## config.mk

```make
export PLATFORM = sky130hd
export DESIGN_NAME = cam_capture_rgb444
export DESIGN_NICKNAME = d
export VERILOG_FILES = /design/src/rtl/cam_capture_rgb444.sv
export SDC_FILE = /design/constraint.sdc
export NUM_CORES = 1
export LEC_CHECK = 0
export BUFFER_PORTS_ARGS = -buffer_cell sky130_fd_sc_hd__buf_4
export CELL_PAD_IN_SITES_DETAIL_PLACEMENT = 0
export CELL_PAD_IN_SITES_GLOBAL_PLACEMENT = 1
export CORE_MARGIN = 8
export CORE_UTILIZATION = 48
export DETAILED_ROUTE_END_ITERATION = 7
export PLACE_DENSITY = 0.94
export SYNTH_ARGS = -nofsm -noshare
export SYNTH_HDL_FRONTEND = slang
export SYNTH_SLANG_ARGS = --single-unit
```

## constraint.sdc

```tcl
create_clock -name clk -period 4.6 [get_ports clk]
set_clock_uncertainty 0.1 [all_clocks]
set_input_delay 0.92 -clock clk [delete_from_list [all_inputs] [get_ports clk]]
set_output_delay 0.92 -clock clk [all_outputs]
set_load 0.02 [all_outputs]
```

## src/rtl/cam_capture_rgb444.sv

```systemverilog
// Camera capture stage: pairs OV7670 RGB444 bytes into 12-bit pixels and writes them
// row-aligned into a H_PIXELS x V_PIXELS frame buffer, flagging framing errors.
module cam_capture_rgb444 #(
  parameter int H_PIXELS = 160,
  parameter int V_PIXELS = 120,
  parameter int AW       = 15,
  parameter int DW       = 12
) (
  input  logic          clk,
  input  logic          rst,
  input  logic          CAM_vsync,
  input  logic          CAM_href,
  input  logic [7:0]    CAM_px_data,
  output logic [AW-1:0] DP_RAM_addr_in,
  output logic [DW-1:0] DP_RAM_data_in,
  output logic          DP_RAM_regW,
  output logic          frame_done,
  output logic          err_half_px,
  output logic          err_overrun
);

  localparam int CW = $clog2(H_PIXELS + 1);
  localparam int RW = $clog2(V_PIXELS + 1);
  localparam logic [CW-1:0] LP_COL_MAX  = CW'(H_PIXELS);
  localparam logic [RW-1:0] LP_ROW_MAX  = RW'(V_PIXELS);
  localparam logic [AW-1:0] LP_ROW_STEP = AW'(H_PIXELS);
  localparam logic [CW-1:0] LP_COL_ONE  = {{(CW-1){1'b0}}, 1'b1};
  localparam logic [RW-1:0] LP_ROW_ONE  = {{(RW-1){1'b0}}, 1'b1};

  typedef enum logic [1:0] {
    ST_IDLE   = 2'd0,
    ST_VBLANK = 2'd1,
    ST_BYTE1  = 2'd2,
    ST_BYTE2  = 2'd3
  } state_t;

  state_t        r_state;
  logic [CW-1:0] r_col;
  logic [RW-1:0] r_row;
  logic [AW-1:0] r_base;
  logic [3:0]    r_red;
  logic          r_line_seen;

  logic          w_col_ok;
  logic          w_row_ok;
  logic          w_row_any;
  logic [AW-1:0] w_px_addr;

  assign w_col_ok  = (r_col < LP_COL_MAX);
  assign w_row_ok  = (r_row < LP_ROW_MAX);
  assign w_row_any = (r_row != {RW{1'b0}});
  assign w_px_addr = r_base + {{(AW-CW){1'b0}}, r_col};

  // Capture FSM: byte pairing, row/column tracking and the registered write port.
  always_ff @(posedge clk or negedge rst) begin
    if (!rst) begin
      r_state        <= ST_IDLE;
      r_col          <= {CW{1'b0}};
      r_row          <= {RW{1'b0}};
      r_base         <= {AW{1'b0}};
      r_red          <= 4'h0;
      r_line_seen    <= 1'b0;
      DP_RAM_addr_in <= {AW{1'b0}};
      DP_RAM_data_in <= {DW{1'b0}};
      DP_RAM_regW    <= 1'b0;
      frame_done     <= 1'b0;
      err_half_px    <= 1'b0;
      err_overrun    <= 1'b0;
    end else begin
      DP_RAM_regW <= 1'b0;
      frame_done  <= 1'b0;
      case (r_state)
        ST_IDLE: begin
          if (CAM_vsync) begin
            r_state <= ST_VBLANK;
          end else begin
            r_state <= ST_IDLE;
          end
        end

        ST_VBLANK: begin
          if (!CAM_vsync) begin
            r_row       <= {RW{1'b0}};
            r_col       <= {CW{1'b0}};
            r_base      <= {AW{1'b0}};
            r_line_seen <= 1'b0;
            r_state     <= ST_BYTE1;
          end else begin
            r_state <= ST_VBLANK;
          end
        end

        ST_BYTE1: begin
          if (CAM_vsync) begin
            frame_done <= w_row_any;
            r_state    <= ST_VBLANK;
          end else if (CAM_href) begin
            r_red       <= CAM_px_data[3:0];
            r_line_seen <= 1'b1;
            r_state     <= ST_BYTE2;
          end else if (r_line_seen) begin
            // First idle sample after a line with data: advance to the next row.
            r_line_seen <= 1'b0;
            r_col       <= {CW{1'b0}};
            if (w_row_ok) begin
              r_row  <= r_row + LP_ROW_ONE;
              r_base <= r_base + LP_ROW_STEP;
            end else begin
              r_row <= r_row;
            end
            r_state <= ST_BYTE1;
          end else begin
            r_state <= ST_BYTE1;
          end
        end

        ST_BYTE2: begin
          if (CAM_vsync) begin
            r_red       <= 4'h0;
            err_half_px <= 1'b1;
            frame_done  <= w_row_any;
            r_state     <= ST_VBLANK;
          end else if (CAM_href) begin
            if (w_col_ok && w_row_ok) begin
              DP_RAM_data_in <= DW'({r_red, CAM_px_data});
              DP_RAM_addr_in <= w_px_addr;
              DP_RAM_regW    <= 1'b1;
            end else begin
              err_overrun <= 1'b1;
            end
            if (w_col_ok) begin
              r_col <= r_col + LP_COL_ONE;
            end else begin
              r_col <= r_col;
            end
            r_state <= ST_BYTE1;
          end else begin
            // Line ended on a lone byte1: drop it and still realign to the next row.
            r_red       <= 4'h0;
            err_half_px <= 1'b1;
            r_line_seen <= 1'b0;
            r_col       <= {CW{1'b0}};
            if (w_row_ok) begin
              r_row  <= r_row + LP_ROW_ONE;
              r_base <= r_base + LP_ROW_STEP;
            end else begin
              r_row <= r_row;
            end
            r_state <= ST_BYTE1;
          end
        end

        default: begin
          r_state <= ST_IDLE;
        end
      endcase
    end
  end

endmodule
```

* Yosys cells after proc, flatten, opt, wreduce, memory -nomap -nowiden *
Index checks and enable logic that the tools add are counted.

word-level totals
  flip-flop bits (word level) = 68
  output and inout bits = 31
  word-level logic and storage cells = 95

operators by class
  add/subtract/negate cells = 4
  magnitude comparators = 2
  equal/unequal tests = 13
  muxes and demuxes = 48
  bitwise operators = 2
  reduce and logical (&&, ||, !) cells = 14

operators by type and width
  operator                                       count
  two-way mux 15 bit                             7
  two-way mux 8 bit                              7
  two-way mux 7 bit                              7
  case mux 15 bit (3 select lines)               1
  case mux 8 bit (3 select lines)                1
  case mux 7 bit (3 select lines)                1
  two-way mux 4 bit                              4
  != test 2 bit, second input constant           8
  adder 15 x 8 -> 15 bit                         1
  adder 15 x 8 -> 15 bit, second input constant  1
  two-way mux 1 bit                              15
  AND reduction 7 bit                            2
  AND reduction 4 bit                            3
  adder 8 x 1 -> 8 bit, second input constant    1
  < comparator 8 bit, second input constant      1
  case mux 4 bit (2 select lines)                1
  adder 7 x 1 -> 7 bit, second input constant    1
  < comparator 7 bit, second input constant      1
  nonzero test 7 bit                             1
  != test 3 bit, second input constant           2
  case mux 2 bit (3 select lines)                1
  AND reduction 5 bit                            1
  equality test 2 bit, second input constant     2
  two-way mux 2 bit                              2
  9 further kinds                                11

* Logic depth before layout (Yosys ltp) *
Gate-level depths: netlist (run 1).

  depth after elaboration = 6
  mapped depth = 7
  depth with buffers taken out = 5

* Worst setup path before layout (run 1) *
OpenSTA, ideal clock, no wires.

  path type = input-to-reg
  start = in CAM_vsync
  end = reg DP_RAM_addr_in[0]
  setup time = 125 ps
  data arrival time = 2131 ps
  data required time = 4375 ps
  slack = 2244 ps
  stages = 6
  path buffers = 2
  path through = buf_2 nand2b_4 nor2_4 nand4_2 buf_2 mux2_2

on the way
  word-level cells in the longest chain between the ends = 2

ends and longest elaborated chain
  item                           line  RTL
  start: declaration             11    input logic CAM_vsync,
  NOT 1 bit (no line)            --
  AND reduction 4 bit (no line)  --
  end signal: assignment         63    DP_RAM_addr_in <= {AW{1'b0}};
  end signal: assignment         126   DP_RAM_addr_in <= w_px_addr;
  end: declaration               14    output logic [AW-1:0] DP_RAM_addr_in,

Every way passes these cells.
A chain may end at the register's enable or synchronous reset.

* Worst setup path in the final report (run 1) *
  start = reg r_state[1]
  end = reg DP_RAM_data_in[0]

on the way
  word-level cells in the longest chain between the ends = 2

ends and longest elaborated chain
  item                           line  RTL
  start: declaration             37    state_t r_state;
  start signal: assignment       57    r_state <= ST_IDLE;
  start signal: assignment       75    r_state <= ST_VBLANK;
  start signal: assignment       77    r_state <= ST_IDLE;
  equality test 2 bit            72    case (r_state)
  AND reduction 4 bit (no line)  --
  end signal: assignment         64    DP_RAM_data_in <= {DW{1'b0}};
  end signal: assignment         125   DP_RAM_data_in <= DW'({r_red, CAM_px_data});
  end: declaration               15    output logic [DW-1:0] DP_RAM_data_in,

Every way passes these cells.

==> results of run 1 <==
-- cells by family (layout without fill, tap and decap cells) --
group / after synthesis / in the layout / share of synthesized area (%)
simple gates: 76 / 76 / 13.8
compound gates: 67 / 67 / 14.1
flops: 63 / 63 / 53.0
mux: 27 / 27 / 10.2
buf+inv: 18 / 66 / 2.61
xor+xnor: 11 / 11 / 3.24
fa+ha+maj: 7 / 7 / 2.94
-- metrics by stage --
stage / utilization (%) / area, um2
floorplan: - / 2970
global placement: 56.1 / 3340
detailed placement: 56.1 / 3340
CTS: 59.8 / 3560
global route: 59.8 / 3560
finish: 59.8 / 3560
-- flip-flops by register name, summed over array words and instances (netlist names) --
signal          flops
err_overrun         1
r_col               8
DP_RAM_addr_in     15
r_red               4
frame_done          1
err_half_px         1
r_line_seen         1
r_base             10
r_state             2
DP_RAM_regW         1
r_row               7
DP_RAM_data_in     12
-- worst paths after layout --
| kind | startpoint | endpoint | cells after the start |
|---|---|---|---|
| min | err_half_px | err_half_px | 1 |
| min in group asynchronous | rst | DP_RAM_addr_in[2] | 1 |
| max in group asynchronous | rst | r_base[9] | 1 |
| min reg2reg | err_half_px | err_half_px | 1 |
| max | r_state[1] | DP_RAM_data_in[0] | 4 |
| max reg2reg | r_state[1] | DP_RAM_data_in[0] | 4 |
-- placed cells by master, fill, tap and decap left out, types with 2 or more instances in the layout --
cell,instances
dfrtp_1,63
buf_4,43
mux2_2,27
nand2_1,24
o21ai_0,20
a21oi_1,18
nor2_1,10
clkbuf_8,10
xor2_1,9
or3_1,8
nand3_1,7
ha_1,7
inv_1,6
o31ai_1,6
nor4_1,5
or4_1,5
nand4_1,4
a22oi_1,4
nor3_1,4
a21o_1,3
o21a_1,3
o21bai_1,2
a211oi_1,2
xnor2_1,2
and4_1,2
a31o_2,2
bufinv_16,2
-- per-layer routing --
metal | up-vias | global-route usage, % | part of all wire, %
met1 | 1063 | 17.8 | 45
met2 | 55 | 23.8 | 46
met4 | 0 | 8.45 | 2.2
li1 | 1072 | - | -
met5 | - | 0 | 0
met3 | 17 | 5.87 | 6.6
-- worst max-delay path: stages, from the launching register on --
cell     delay (ps)
dfrtp_1         670
inv_1           230
nor2_4          230
nand4_2         710
mux2_2          560
-- power breakdown --
part / switching (uW) / internal, uW
Clock: 213 / 320
Sequential: 72.5 / 639
Combinational: 180 / 153
Total: 466 / 1110
-- layout make-up --
type | count | area [um2] | share of cell area [%]
timing repair buffer | 43 | 323 | 9.06
tap | 75 | 93.8 | 2.63
sequential | 63 | 1580 | 44.3
clock buffer | 11 | 141 | 3.97
multi-input combinational | 188 | 1320 | 37.1
clock inverter | 5 | 81.3 | 2.28
inverter | 7 | 26.3 | 0.738
==> reports/qor.yml, run 1 <==
status: "finished, final reports clean"
r2r_slack_ps: 1970
clkSlewWorstSetupHoldPaths_ps: 70
grt-ovfl-total: 0
synth_top_area_share_pct: 53.0
power.leakage_uw: 0.00170
gp_routability_congestion: 0.768
core_area_um2: 5960
die_y_um: 94.7
synthesis.area_um2: 2970
antenna_found_initial: 0
finalMaxSlewViolations: 0
crit_arrival_ps: 2760
p_total_uw: 1580
worstPathRequired_ps: 4730
maxCapViolations: 0
synth.net_count: 288
cp-end-kind: "flop"
max-clock-path-buffers: 2
hpwl_um: 4340
finalSetupTns_ps: 0
die_w_um: 94.7
yosysUniqueCellTypes: 42
ctsHoldBuffers: 0
nNetsFinal: 331
syn_inst: 269
clockRootBuffer: "clkbuf_8"
crit_fanout: 28
syn_to_final_growth_pct: 19.8
avgSynthCellArea_um2: 11.1
tritoncts: "built"
placed_cells: 376
rows: 28
cts_made_buffers: 9
fin_crit_sh_pct: 57.1
post-synth-top-count-cell: "dfrtp_1"
synth_edf_count: 0
fin_cells: 392
viasPerCell: 5.63
synth-seq-cells: 63
period_needed_ps: 2630
ctsResizeCount: 0
hold_slack_ps: 375
yosysWarnings: 0
hold_path.class: "flop to flop"
cts.sinks: 63
synth.largest_area_cell: "dfrtp_1"
initial_core_util_pct: 49.9
layout-drive-gt1-share_pct: 28.7
fillers: 510
crit_type: "flop to flop"
vias: 2207
worst_pin_slew_ps: 914
vdd_drop_max_v: 0.000309
setup_viol: 0
ys_seq_area_share_pct: 53.0
drt_iter0_drc: 79
ant_nets: 0
async_flop_share_pct: 100
clock_latency_ps: 350
track_usage_pct: 15.3
cts_setup_buffers: 0
dr.pass1.iters: 4
ys_top_cells_by_area: "dfrtp_1 (53%), mux2_2 (10%), o21ai_0 (3.4%), a21oi_1 (3.0%), nand2_1 (3.0%)"
wl_per_cell_um: 15.7
final-hold-violation-count: 0
worstSetupStartpointType: "flop"
grt_pass1_vias: 2345
htree_num_levels: 3
powerDensity_nw_per_um2: 443
io_pins: 43
rsz0062_at_grt: "false"
grt_max_degree: 64
max_freq_mhz: 381
setup_ws_ps: 1970
yosys-top-cells-count: "dfrtp_1 (63), mux2_2 (27), nand2_1 (24), o21ai_0 (20), a21oi_1 (18)"
dieArea_um2: 8970
antenna_cells: 0
drc: 0
ys.flop_type: "dfrtp_1"
grt_pass1_wl_um: 10700
post-place-ws_ps: 1630
slew_headroom_pct: 37.5
routed_wl_um: 6150
portBuffers: 42
(Power assumes the default switching activity.)
==> run 2, diff against run 1 <==
- ABC_AREA: default -> 1
- CORE_UTILIZATION: 48 -> 42
- PLACE_DENSITY: 0.94 -> 0.89
- clock period: 4.6 -> 2.7 ns (I/O delays scaled with it)
==> reports/qor.yml, run 2 <==
cp-end-kind: "flop"
clkSlewWorstSetupHoldPaths_ps: 60  # about the same
rsz0062_at_grt: "false"
cts_setup_buffers: 0  # unchanged
ys.flop_type: "dfrtp_1"
antenna_cells: 0  # unchanged
clock_latency_ps: 340  # about the same
dieArea_um2: 10600  # +18%
reg2reg_from: "r_state[1]"
portBuffers: 42  # unchanged
drt_iter0_drc: 192  # +140%
track_usage_pct: 14.5  # -0.80 points
r2r_end: "r_row[3]"
max-clock-path-buffers: 2  # unchanged
ys_seq_area_share_pct: 49.5  # -3.5 points
grt_pass1_wl_um: 12000  # +12%
fin_cells: 557  # +42%
yosysWarnings: 0  # unchanged
die_w_um: 103  # +8.8%
period_needed_ps: 2090  # -538 ps
final-hold-violation-count: 0  # unchanged
htree_num_levels: 3  # unchanged
hold_slack_ps: 187  # -189 ps
syn_to_final_growth_pct: 18.8
ff2ff_path_depth: 10  # +6
avgSynthCellArea_um2: 7.77  # -30%
cts_made_buffers: 9  # unchanged
finalSetupTns_ps: 0  # unchanged
synth.largest_area_cell: "dfrtp_1"
tritoncts: "built"
placed_cells: 542  # +44%
initial_core_util_pct: 43.7  # -6.3 points
async_flop_share_pct: 100  # unchanged
vdd_drop_max_v: 0.000324  # +4.9%
grt_max_degree: 64  # unchanged
status: "finished, final reports clean"
crit_fanout: 29  # +3.6%
synth_top_area_share_pct: 49.5  # -3.5 points
crit_type: "flop to flop"
worstSetupStartpointType: "flop"
io_pins: 43  # unchanged
yosys-top-cells-count: "nand2_1 (171), dfrtp_1 (63), nand3_1 (36), nor2_1 (28), inv_1 (26)"
crit_arrival_ps: 2220  # -540 ps
antenna_found_initial: 0  # unchanged
gp_routability_congestion: 0.856  # +11%
hpwl_um: 4910  # +13%
clockRootBuffer: "clkbuf_8"
yosysUniqueCellTypes: 32  # -24%
cpPeakStageDelay_ps: 700  # about the same
cp_slowest_cell: "dfrtp_1"
layout_commonest_cell: "nand2_1"
grt-ovfl-total: 0  # unchanged
nNetsFinal: 473  # +43%
layout_common_cells: "nand2_1 (171), dfrtp_1 (63), buf_4 (44), nand3_1 (36), nor2_1 (28)"
post-synth-top-count-cell: "nand2_1"
crit_chain: "inv_2 > nor2_2 > nand2_1 > nand3_2 > inv_2 > nand3_1 > buf_4 > inv_2 > nand2_1 > nand2_1"
worst-path-buf-inv: 4  # +3
setup_viol: 0  # unchanged
rows: 31  # +11%
ctsHoldBuffers: 0  # unchanged
routed_wl_um: 7040  # +14%
core_area_um2: 7290  # +22%
drc: 0  # unchanged
vias: 2689  # +22%
largest_register: "DP_RAM_addr_in"
slew_headroom_pct: 46.8  # +9.3 points
fin_crit_sh_pct: 77.4  # +20 points
powerDensity_nw_per_um2: 651  # +47%
ctsResizeCount: 0  # unchanged
ys_top_cells_by_area: "dfrtp_1 (49%), nand2_1 (20%), nand3_1 (5.7%), nor2_1 (3.3%), inv_1 (3.1%)"
die_y_um: 103  # +8.8%
worstPathRequired_ps: 2830  # -1900 ps
worst_pin_slew_ps: 798  # -116 ps
syn_inst: 410  # +52%
grt_pass1_vias: 2594  # +11%
synth_edf_count: 0  # unchanged
fillers: 728  # +43%
synthesis.area_um2: 3190  # +7.1%
synth.net_count: 429  # +49%
layout-drive-gt1-share_pct: 16.2  # -13 points
viasPerCell: 4.83  # -14%
finalMaxSlewViolations: 0  # unchanged
dr.pass1.iters: 4  # unchanged
cts.sinks: 63  # unchanged
synth-seq-cells: 63  # unchanged
maxCapViolations: 0  # unchanged
hold_path.class: "input pin to async pin"
post-place-ws_ps: 651  # -974 ps
max_freq_mhz: 479  # +26%
setup_ws_ps: 610  # -1360 ps
wl_per_cell_um: 12.6  # -20%
power.leakage_uw: 0.00196  # +15%
ant_nets: 0  # unchanged
largest_register_ffs: 15  # unchanged
cp_top_family: "flip-flops"
reg_top3: "DP_RAM_addr_in (15), DP_RAM_data_in (12), r_base (10)"
r2r_slack_ps: 610  # -1360 ps
[run 2: where the power goes]
| group | internal, uW | total, uW | switching (uW) | leakage [uW] |
|---|---|---|---|---|
| registers | 1050 | 1130 | 80.0 | 0.000842 |
| logic | 175 | 449 | 274 | 0.00101 |
| clock network | 537 | 888 | 351 | 0.000109 |
[run 2: worst max-delay path by stage]
stage | startpoint | end | slack [ps] | cells after the start
final | r_state[1] | r_row[3] | 610 | 10
after floorplan | CAM_vsync | r_row[5] | 1120 | 9
after global routing | r_state[1] | r_row[5] | 400 | 10
after global placement | r_state[1] | r_row[5] | 710 | 8
after detailed placement | r_state[1] | r_base[9] | 650 | 10
after CTS | r_state[1] | DP_RAM_addr_in[9] | 630 | 7
[run 2: final cells by class]
cell class                      instances  area [um2]  area share, %
Sequential cell                        63        1580           41.7
Clock buffer                           11         141           3.74
Clock inverter                          4        70.1           1.85
Timing Repair Buffer                   44         330           8.73
Inverter                               33         124           3.27
Tap cell                               99         124           3.27
Multi-Input combinational cell        303        1420           37.5
[run 2: routing by layer]
layer  wire, um  GRT usage (%)  part of all wire (%)
met1       3480           19.3                    49
met2       2940           21.4                    42
met3        506           3.44                   7.2
met4        116           7.34                   1.6
met5          0              0                     0
[run 2: worst register-to-register path, stage by stage (launching register included)]
cell and delay (ps):
dfrtp_1 700, inv_2 200, nor2_2 140, nand2_1 130, nand3_2 120, inv_2 40, nand3_1 50, buf_4 270
inv_2 110, nand2_1 70, nand2_1 50
[run 2: logic make-up after synthesis]
group | after synthesis | synth area share, %
AO/OA/AOI/OAI | 35 | 5.97
AND/OR/NAND/NOR | 253 | 33.6
adder cells (fa/ha/maj) | 7 | 2.75
flip-flops | 63 | 49.5
buffers and inverters | 44 | 6.01
XOR/XNOR | 8 | 2.20
[run 2: metrics by stage]
stage / total power [uW] / instance area, um2 / util (%)
floorplan: 1400 / 3190 / -
global placement: 1590 / 3570 / 49.0
finish: 2460 / 3780 / 51.9
CTS: 2500 / 3780 / 51.9
global route: 2600 / 3780 / 51.9
detailed placement: 1600 / 3570 / 49.0
